[src/rtl/grf_write_arbiter.sv]
// Write-port arbiter for the GeneralRegisterFile: the pipeline writeback always wins,
// buffered long-latency results drain into idle slots in order.
module grf_write_arbiter #(
  parameter int DEPTH      = 4,
  parameter int MAX_STARVE = 8
) (
  input  logic                     clk,
  input  logic                     resetn,
  input  logic [4:0]               pipeWriteAddress,
  input  logic [31:0]              pipeWriteData,
  input  logic                     lluValid,
  output logic                     lluReady,
  input  logic [4:0]               lluAddress,
  input  logic [31:0]              lluData,
  output logic [4:0]               grfWriteAddress,
  output logic [31:0]              grfWriteData,
  input  logic [4:0]               queryAddress1,
  input  logic [4:0]               queryAddress2,
  output logic                     queryPending1,
  output logic                     queryPending2,
  output logic                     stallRequest,
  output logic [$clog2(DEPTH):0]   pendingCount
);

  localparam int AW = $clog2(DEPTH);
  localparam int SW = $clog2(MAX_STARVE + 1);

  logic [4:0]       entryAddress [DEPTH];
  logic [31:0]      entryData    [DEPTH];
  logic [DEPTH-1:0] entryLive;
  logic [AW-1:0]    rdPtr;
  logic [AW-1:0]    wrPtr;
  logic [AW:0]      count;
  logic [SW-1:0]    starve;

  logic pipeActive;
  logic fifoEmpty;
  logic push;
  logic pop;

  assign pipeActive   = (pipeWriteAddress != 5'd0);
  assign fifoEmpty    = (count == '0);
  assign lluReady     = (count < (AW+1)'(DEPTH));
  assign push         = lluValid && lluReady && (lluAddress != 5'd0);
  assign pop          = !pipeActive && !fifoEmpty;
  assign pendingCount = count;
  assign stallRequest = (starve == SW'(MAX_STARVE));

  always_comb begin
    grfWriteAddress = pipeWriteAddress;
    grfWriteData    = pipeWriteData;
    if (pop) begin
      grfWriteAddress = entryLive[rdPtr] ? entryAddress[rdPtr] : 5'd0;
      grfWriteData    = entryData[rdPtr];
    end
  end

  // Live bits are cleared on pop, so a set bit always marks a stored, unkilled entry.
  always_comb begin
    queryPending1 = 1'b0;
    queryPending2 = 1'b0;
    for (int i = 0; i < DEPTH; i++) begin
      if (entryLive[i] && (entryAddress[i] == queryAddress1))
        queryPending1 = 1'b1;
      if (entryLive[i] && (entryAddress[i] == queryAddress2))
        queryPending2 = 1'b1;
    end
    if (queryAddress1 == 5'd0)
      queryPending1 = 1'b0;
    if (queryAddress2 == 5'd0)
      queryPending2 = 1'b0;
  end

  always_ff @(posedge clk) begin
    if (push) begin
      entryAddress[wrPtr] <= lluAddress;
      entryData[wrPtr]    <= lluData;
    end
  end

  // The push assignment comes last so an entry enqueued on a killing edge stays live.
  always_ff @(posedge clk or negedge resetn) begin
    if (!resetn) begin
      entryLive <= '0;
    end else begin
      for (int i = 0; i < DEPTH; i++) begin
        if (pipeActive && (entryAddress[i] == pipeWriteAddress))
          entryLive[i] <= 1'b0;
      end
      if (pop)
        entryLive[rdPtr] <= 1'b0;
      if (push)
        entryLive[wrPtr] <= 1'b1;
    end
  end

  always_ff @(posedge clk or negedge resetn) begin
    if (!resetn) begin
      rdPtr <= '0;
      wrPtr <= '0;
      count <= '0;
    end else begin
      if (push)
        wrPtr <= wrPtr + AW'(1);
      if (pop)
        rdPtr <= rdPtr + AW'(1);
      case ({push, pop})
        2'b10:   count <= count + (AW+1)'(1);
        2'b01:   count <= count - (AW+1)'(1);
        default: count <= count;
      endcase
    end
  end

  always_ff @(posedge clk or negedge resetn) begin
    if (!resetn) begin
      starve <= '0;
    end else if (fifoEmpty || pop) begin
      starve <= '0;
    end else if (pipeActive && (starve != SW'(MAX_STARVE))) begin
      starve <= starve + SW'(1);
    end
  end

endmodule

[config.mk]
export PLATFORM = sky130hd
export DESIGN_NAME = grf_write_arbiter
export DESIGN_NICKNAME = d
export VERILOG_FILES = /design/src/rtl/grf_write_arbiter.sv
export SDC_FILE = /design/constraint.sdc
export NUM_CORES = 1
export LEC_CHECK = 0
export BUFFER_PORTS_ARGS = -buffer_cell sky130_fd_sc_hd__clkbuf_2
export CAP_MARGIN = 20
export CORE_AREA = 2 2 115 117
export CTS_BUF_LIST = sky130_fd_sc_hd__clkbuf_4
export DETAILED_ROUTE_END_ITERATION = 8
export DIE_AREA = 0 0 117 119
export PLACE_DENSITY = 0.87
export SLEW_MARGIN = 10
export SYNTH_ARGS = -nofsm -noshare
export SYNTH_HDL_FRONTEND = slang
export SYNTH_SLANG_ARGS = --single-unit
[constraint.sdc]
create_clock -name clk -period 3.1 [get_ports clk]
set_input_delay 0.62 -clock clk [delete_from_list [all_inputs] [get_ports clk]]
set_output_delay 0.62 -clock clk [all_outputs]
set_load 0.1 [all_outputs]
Yosys cells after proc, flatten, opt, wreduce, memory -nomap -nowiden

Memories as Yosys holds them, arrays and structs flattened.
Index checks and enable logic that the tools add are counted.

Logic and storage cells: 94
Memory bits (writable): 148
Register bits after elaboration: 15
Output and inout port bits: 44
Memories: 2
Bits of input ports: 87

Equal/unequal tests: 16
Bitwise logic cells: 3
Multiplexer cells: 30
$lt $le $gt $ge: 5
$add $sub $neg: 5
Reductions and logical operators: 28

Memories:

| name         | depth | width | rd ports | clocked after Yosys merged registers in | write ports | line | RTL |
|---|---|---|---|---|---|---|---|
| entryData    | 4     | 32    | 1        | 0                                       | 1           | 29   | `logic [31:0] entryData [DEPTH];` |
| entryAddress | 4     | 5     | 5        | 0                                       | 1           | 28   | `logic [4:0] entryAddress [DEPTH];` |

Operators by type and width:

| operator                                                                             | number |
|---|---|
| 5-bit equality test                                                                  | 12 |
| 32-bit 2-to-1 mux                                                                    | 1 |
| 1-bit 2-to-1 mux                                                                     | 19 |
| 1-bit logical AND                                                                    | 18 |
| 4-bit 2-to-1 mux                                                                     | 4 |
| 5-bit logical NOT                                                                    | 2 |
| 5-bit 2-to-1 mux                                                                     | 2 |
| 5-bit nonzero test                                                                   | 2 |
| 2-bit by 3-bit less-than comparator with 1-bit output (second input constant)        | 2 |
| 3-bit one-hot mux with 2 select lines                                                | 1 |
| 2-bit by 1-bit adder with 2-bit output (second input constant)                       | 2 |
| 4-bit by 1-bit adder with 4-bit output (second input constant)                       | 1 |
| 4-bit bitwise AND                                                                    | 1 |
| 1-bit demux with 2-bit select                                                        | 2 |
| 4-bit equality test (second input constant)                                          | 1 |
| 2-bit by 1-bit greater-or-equal comparator with 1-bit output (second input constant) | 2 |
| 4-bit != test (second input constant)                                                | 1 |
| 4-bit inverter                                                                       | 1 |
| 4-bit OR                                                                             | 1 |
| 2-bit nonzero test                                                                   | 2 |
| 3-bit by 1-bit adder with 3-bit output (second input constant)                       | 1 |
| 3-bit logical NOT                                                                    | 1 |
| 3-bit less-than comparator (second input constant)                                   | 1 |
| 3-bit by 1-bit subtractor with 3-bit output (second input constant)                  | 1 |
| 5 further kinds                                                                      | 6 |

Depth between registers and ports, before layout

Depth in word-level cells: 9
Depth in mapped cells: 11
Depth with buffers taken out: 9

Worst setup path before layout

No wires, ideal clock.

Kind: flip-flop to flip-flop
Start point: register count[2] (netlist: pendingCount[2])
End point: memory entryAddress[0][0], enable pin
Setup time: 399 ps
Setup slack: -233 ps
Buffers on the path: 0
Arrival time: 2934 ps
Data required time: 2701 ps
Stages on the path, launching flop included: 4
Clock period less this slack: 3333 ps
Path through: dfrtp_1 inv_1 o311a_1 and2_1

Cells in the longest elaborated chain, start to end: 5

RTL lines:

| item                                   | line | RTL |
|---|---|---|
| start, declared                        | 33   | `logic [AW:0] count;` |
| start signal, assigned                 | 108  | `2'b10: count <= count + (AW+1)'(1);` |
| start signal, assigned                 | 109  | `2'b01: count <= count - (AW+1)'(1);` |
| start signal, assigned                 | 110  | `default: count <= count;` |
| 3-bit less-than comparator             | 43   | `assign lluReady = (count < (AW+1)'(DEPTH));` |
| named net lluReady                     | 12   | `output logic lluReady,` |
| 1-bit logical AND (2 in series)        | 44   | `assign push = lluValid && lluReady && (lluAddress != 5'd0);` |
| 1-bit 2-to-1 mux                       | 75   | `if (push) begin` |
| 1-bit 2-to-1 mux (implied by the code) | 76   | `entryAddress[wrPtr] <= lluAddress;` |
| end, declared                          | 28   |  |

The timed path passes the listed nets, and every way through them passes these cells.

Worst setup path in the final report

Start point: register rdPtr[0]
End point: output grfWriteAddress[3]

Cells in the longest elaborated chain, start to end: 4
Elaborated cells between the ends (all ways): 5
Those cells by class: 4 x mux; 1 x memory

RTL lines:

| item                                      | line | RTL |
|---|---|---|
| start, declared                           | 31   | `logic [AW-1:0] rdPtr;` |
| start signal, assigned                    | 106  | `rdPtr <= rdPtr + AW'(1);` |
| 1-bit binary-select mux with 2-bit select | 53   | `grfWriteAddress = entryLive[rdPtr] ? entryAddress[rdPtr] : 5'd0;` |
| 1-bit 2-to-1 mux (implied by the code)    | 53   |  |
| 5-bit 2-to-1 mux (*)                      | 53   |  |
| 5-bit 2-to-1 mux (*)                      | 52   | `if (pop) begin` |
| end, declared                             | 15   | `output logic [4:0] grfWriteAddress,` |

Every way passes the cells marked *; elsewhere a longest branch is shown, timed or not. The select of a mux whose other input is x is not followed.

==> results.py <==
metrics = {
    "setup_path": {
        "critical_path.max_fanout": 20,
        "r2r_cells": 3,
        "timing.rr.start": "pendingCount[2]",
        "cp_cell_sequence": "buf_4, mux4_2, a31o_2, buf_12",
        "cp.arrival_ns": 2.42,
        "critical_path.top_delay_family": "multiplexers",
        "critPathBufInv": 2,
        "crit_slowest_cell": "mux4_2",
        "worstReg2RegEnd": "entryData[2][10]",
        "crit_path_start_kind": "register",
        "r2r_setup_slack_ns": 0.91,
        "crit_path_max_incr_delay_ns": 0.65,
        "cp-end-kind": "output pin",
        "crit_required_ns": 2.48,
        "worst-setup-path-type": "register to output pin",
    },
    "clock_network": {
        "post-cts-setup-buffers": 0,
        "insertion_delay_ns": 0.56,
        "htreeDepth": 4,
        "numCtsBuffers": 17,
        "cts_root_buf": "clkbuf_4",
        "cts_tree": "yes",
        "clk_path_buf_depth": 2,
        "clock-sinks": 163,
        "clk_pin_slew_ns": 0.14,
    },
    "global_route": {
        "grt_antenna_before_repair": 0,
        "track_usage_pct": 23.7,
        "overflow": 0,
        "grt_max_degree": 39,
        "grt_pass1_vias": 4393,
        "grt_pass1_wl_um": 23800,
    },
    "sta": {
        "post-route-period-util_pct": 98.1,
        "relSlewSlack_pct": 26.6,
        "finalHoldViolations": 0,
        "fin_hold_ws_ns": 0.274,
        "fmax_mhz": 329,
        "rsz0062_at_grt": "yes",
        "period_needed_ns": 3.04,
        "slew_viol_final": 0,
        "setup_ws_ns": 0.0592,
        "tightest_slew_ns": 1.10,
        "fin_skew_ns": 0.0165,
        "setup_viol": 0,
    },
    "final_layout": {
        "drive_gt1_share_pct": 41.6,
        "multi_input_comb_area_sq_um": 2420,
        "n_fill_cell": 822,
        "final_cell_mix": "edfxtp_1 (148), clkbuf_2 (91), xor2_1 (46), mux4_2 (38), buf_12 (38)",
        "final_common_cell": "edfxtp_1",
        "area_delta_synth_final_pct": 22.6,
        "regArea_sq_um": 4820,
        "layoutNonFillerInstCount": 739,
        "diodes": 0,
        "nets": 649,
    },
    "run": {
        "maxCapViolations": 0,
    },
    "worst_hold_path": {
        "holdPathStages": 1,
        "hold_end": "entryData[1][12]",
        "hp-start": "lluData[12]",
        "hp-class": "primary input to register",
    },
    "run_status": {
        "status": "complete, no violations",
    },
    "detailed_routing": {
        "via_count": 4253,
        "wl_per_cell_um": 21.1,
        "drt_wl_total_um": 15600,
        "drtIter0Drc": 346,
        "drt-vias-per-instance": 5.76,
        "firstDrtPassIters": 4,
        "drc_errors": 0,
        "antenna_left": 0,
    },
    "place": {
        "finalWeightedCongestion": 0.952,
        "post-place-ws_ns": 0.268,
        "place_hpwl_um": 10400,
        "placed_cells": 706,
        "portBuffers": 130,
    },
    "yosys": {
        "yosysSeqAreaShare_pct": 64.8,
        "syn_nets": 519,
        "syn_inst": 420,
        "synth_area_sq_um": 7430,
        "synth_edf_count": 148,
        "synth.avg_cell_area_sq_um": 17.7,
        "synth_flop_cell": "edfxtp_1",
        "ys_ff_latch": 163,
        "async_flop_share_pct": 9.20,
        "synth_cell_types": 35,
        "yosys_warnings": 0,
    },
    "die": {
        "start_util_pct": 57.7,
        "die_y_um": 119,
        "placementRows": 42,
        "fp.dieW_um": 117,
        "core_sq_um": 12900,
        "die-area_sq_um": 13900,
        "io_pins": 131,
    },
    "pwr": {
        "p_leak_nw": 3.33,
        "power.density_nw_per_um2": 736,
        "ir_drop_mv": 0.563,
    },
}
==> area by class of cell <==
type                    count  area share, %
clock buffers              18           1.48
inverters                  11          0.453
repair buffers            138           14.1
flip-flops and latches    163           52.9
well taps                 176           2.42
clock inverters            14           2.02
multi-input cells         219           26.6
==> cell families after synthesis <==
kind of cell,count (synthesis),synth area share (%)
mux,72,16.6
xor+xnor,68,8.01
compound gates,15,1.63
flops,163,64.8
simple gates,52,4.11
buf+inv,38,2.66
fa+ha+maj,12,2.12
==> Yosys cell counts (2+ instances only) <==
library cell  count  area [sq um]
mux2i_1           2          20.0
a31o_2            5          43.8
and2_1            4          25.0
a31o_1            4          35.0
xor2_1           46           403
buf_6             6          67.6
nor2_1            6          22.5
clkbuf_1         12          45.0
dfrtp_1          15           375
nand2_1           7          26.3
nor4_1            8          50.1
buf_2             8          40.0
mux2_1           16           180
o21a_1            2          15.0
ha_1             11           138
xnor2_1          22           193
nor3_1            5          25.0
or4_1             2          15.0
nand3_1           9          45.0
mux2_2           16           180
mux4_2           38           856
inv_1            11          41.3
edfxtp_1        148          4440
nand4_1           6          37.5
==> registers in the layout, indices dropped and copies added (netlist names) <==
| signal | cells |
|---|---|
| entryLive | 4 |
| rdPtr | 2 |
| wrPtr | 2 |
| starve | 4 |
| entryAddress | 20 |
| entryData | 128 |
| pendingCount | 3 |
==> routing by layer <==
metal | up-vias | track usage, % | share of wire [%]
met1 | 2150 | 31.1 | 39
met4 | 0 | 8.01 | 1.9
li1 | 1889 | - | -
met2 | 187 | 38.9 | 52
met3 | 27 | 6.06 | 7.0
met5 | - | 0 | 0
==> where the power goes <==
group	internal, mW	total (mW)	switching (mW)
Sequential	2.78	2.99	0.210
Combinational	0.948	2.36	1.41
Clock	0.644	1.36	0.715
Total	4.37	6.70	2.34
==> stage by stage <==
step / power, mW / TNS (ns) / cell area, sq um / util (%)
after floorplan: 4.75 / 0 / 7440 / -
after global placement: 5.31 / 0 / 8780 / 68.2
after detailed placement: 5.41 / 0 / 8780 / 68.2
after CTS: 6.76 / -0.0244 / 9100 / 70.7
after global routing: 7.00 / -1.30 / 9110 / 70.8
final: 6.70 / 0 / 9110 / 70.8
==> repair_timing <==
item	in CTS	in global routing
endpoints found under the hold margin	15	0
endpoints found under the setup margin	3	33
hold buffers	1	0
gates resized for setup	0	4
==> worst max-delay path by stage <==
stage | startpoint | to | depth (start not counted)
6_report | rdPtr[0] | grfWriteAddress[3] | 4
5_1_grt | rdPtr[0] | grfWriteAddress[3] | 4
4_1_cts | rdPtr[0] | grfWriteAddress[2] | 4
3_5_place_dp | pipeWriteAddress[2] | grfWriteData[3] | 7
3_3_place_gp | pipeWriteAddress[2] | grfWriteData[19] | 7
2_1_floorplan | pendingCount[2] | pendingCount[2] | 9
No activity file was read; power rests on OpenSTA's default activity.
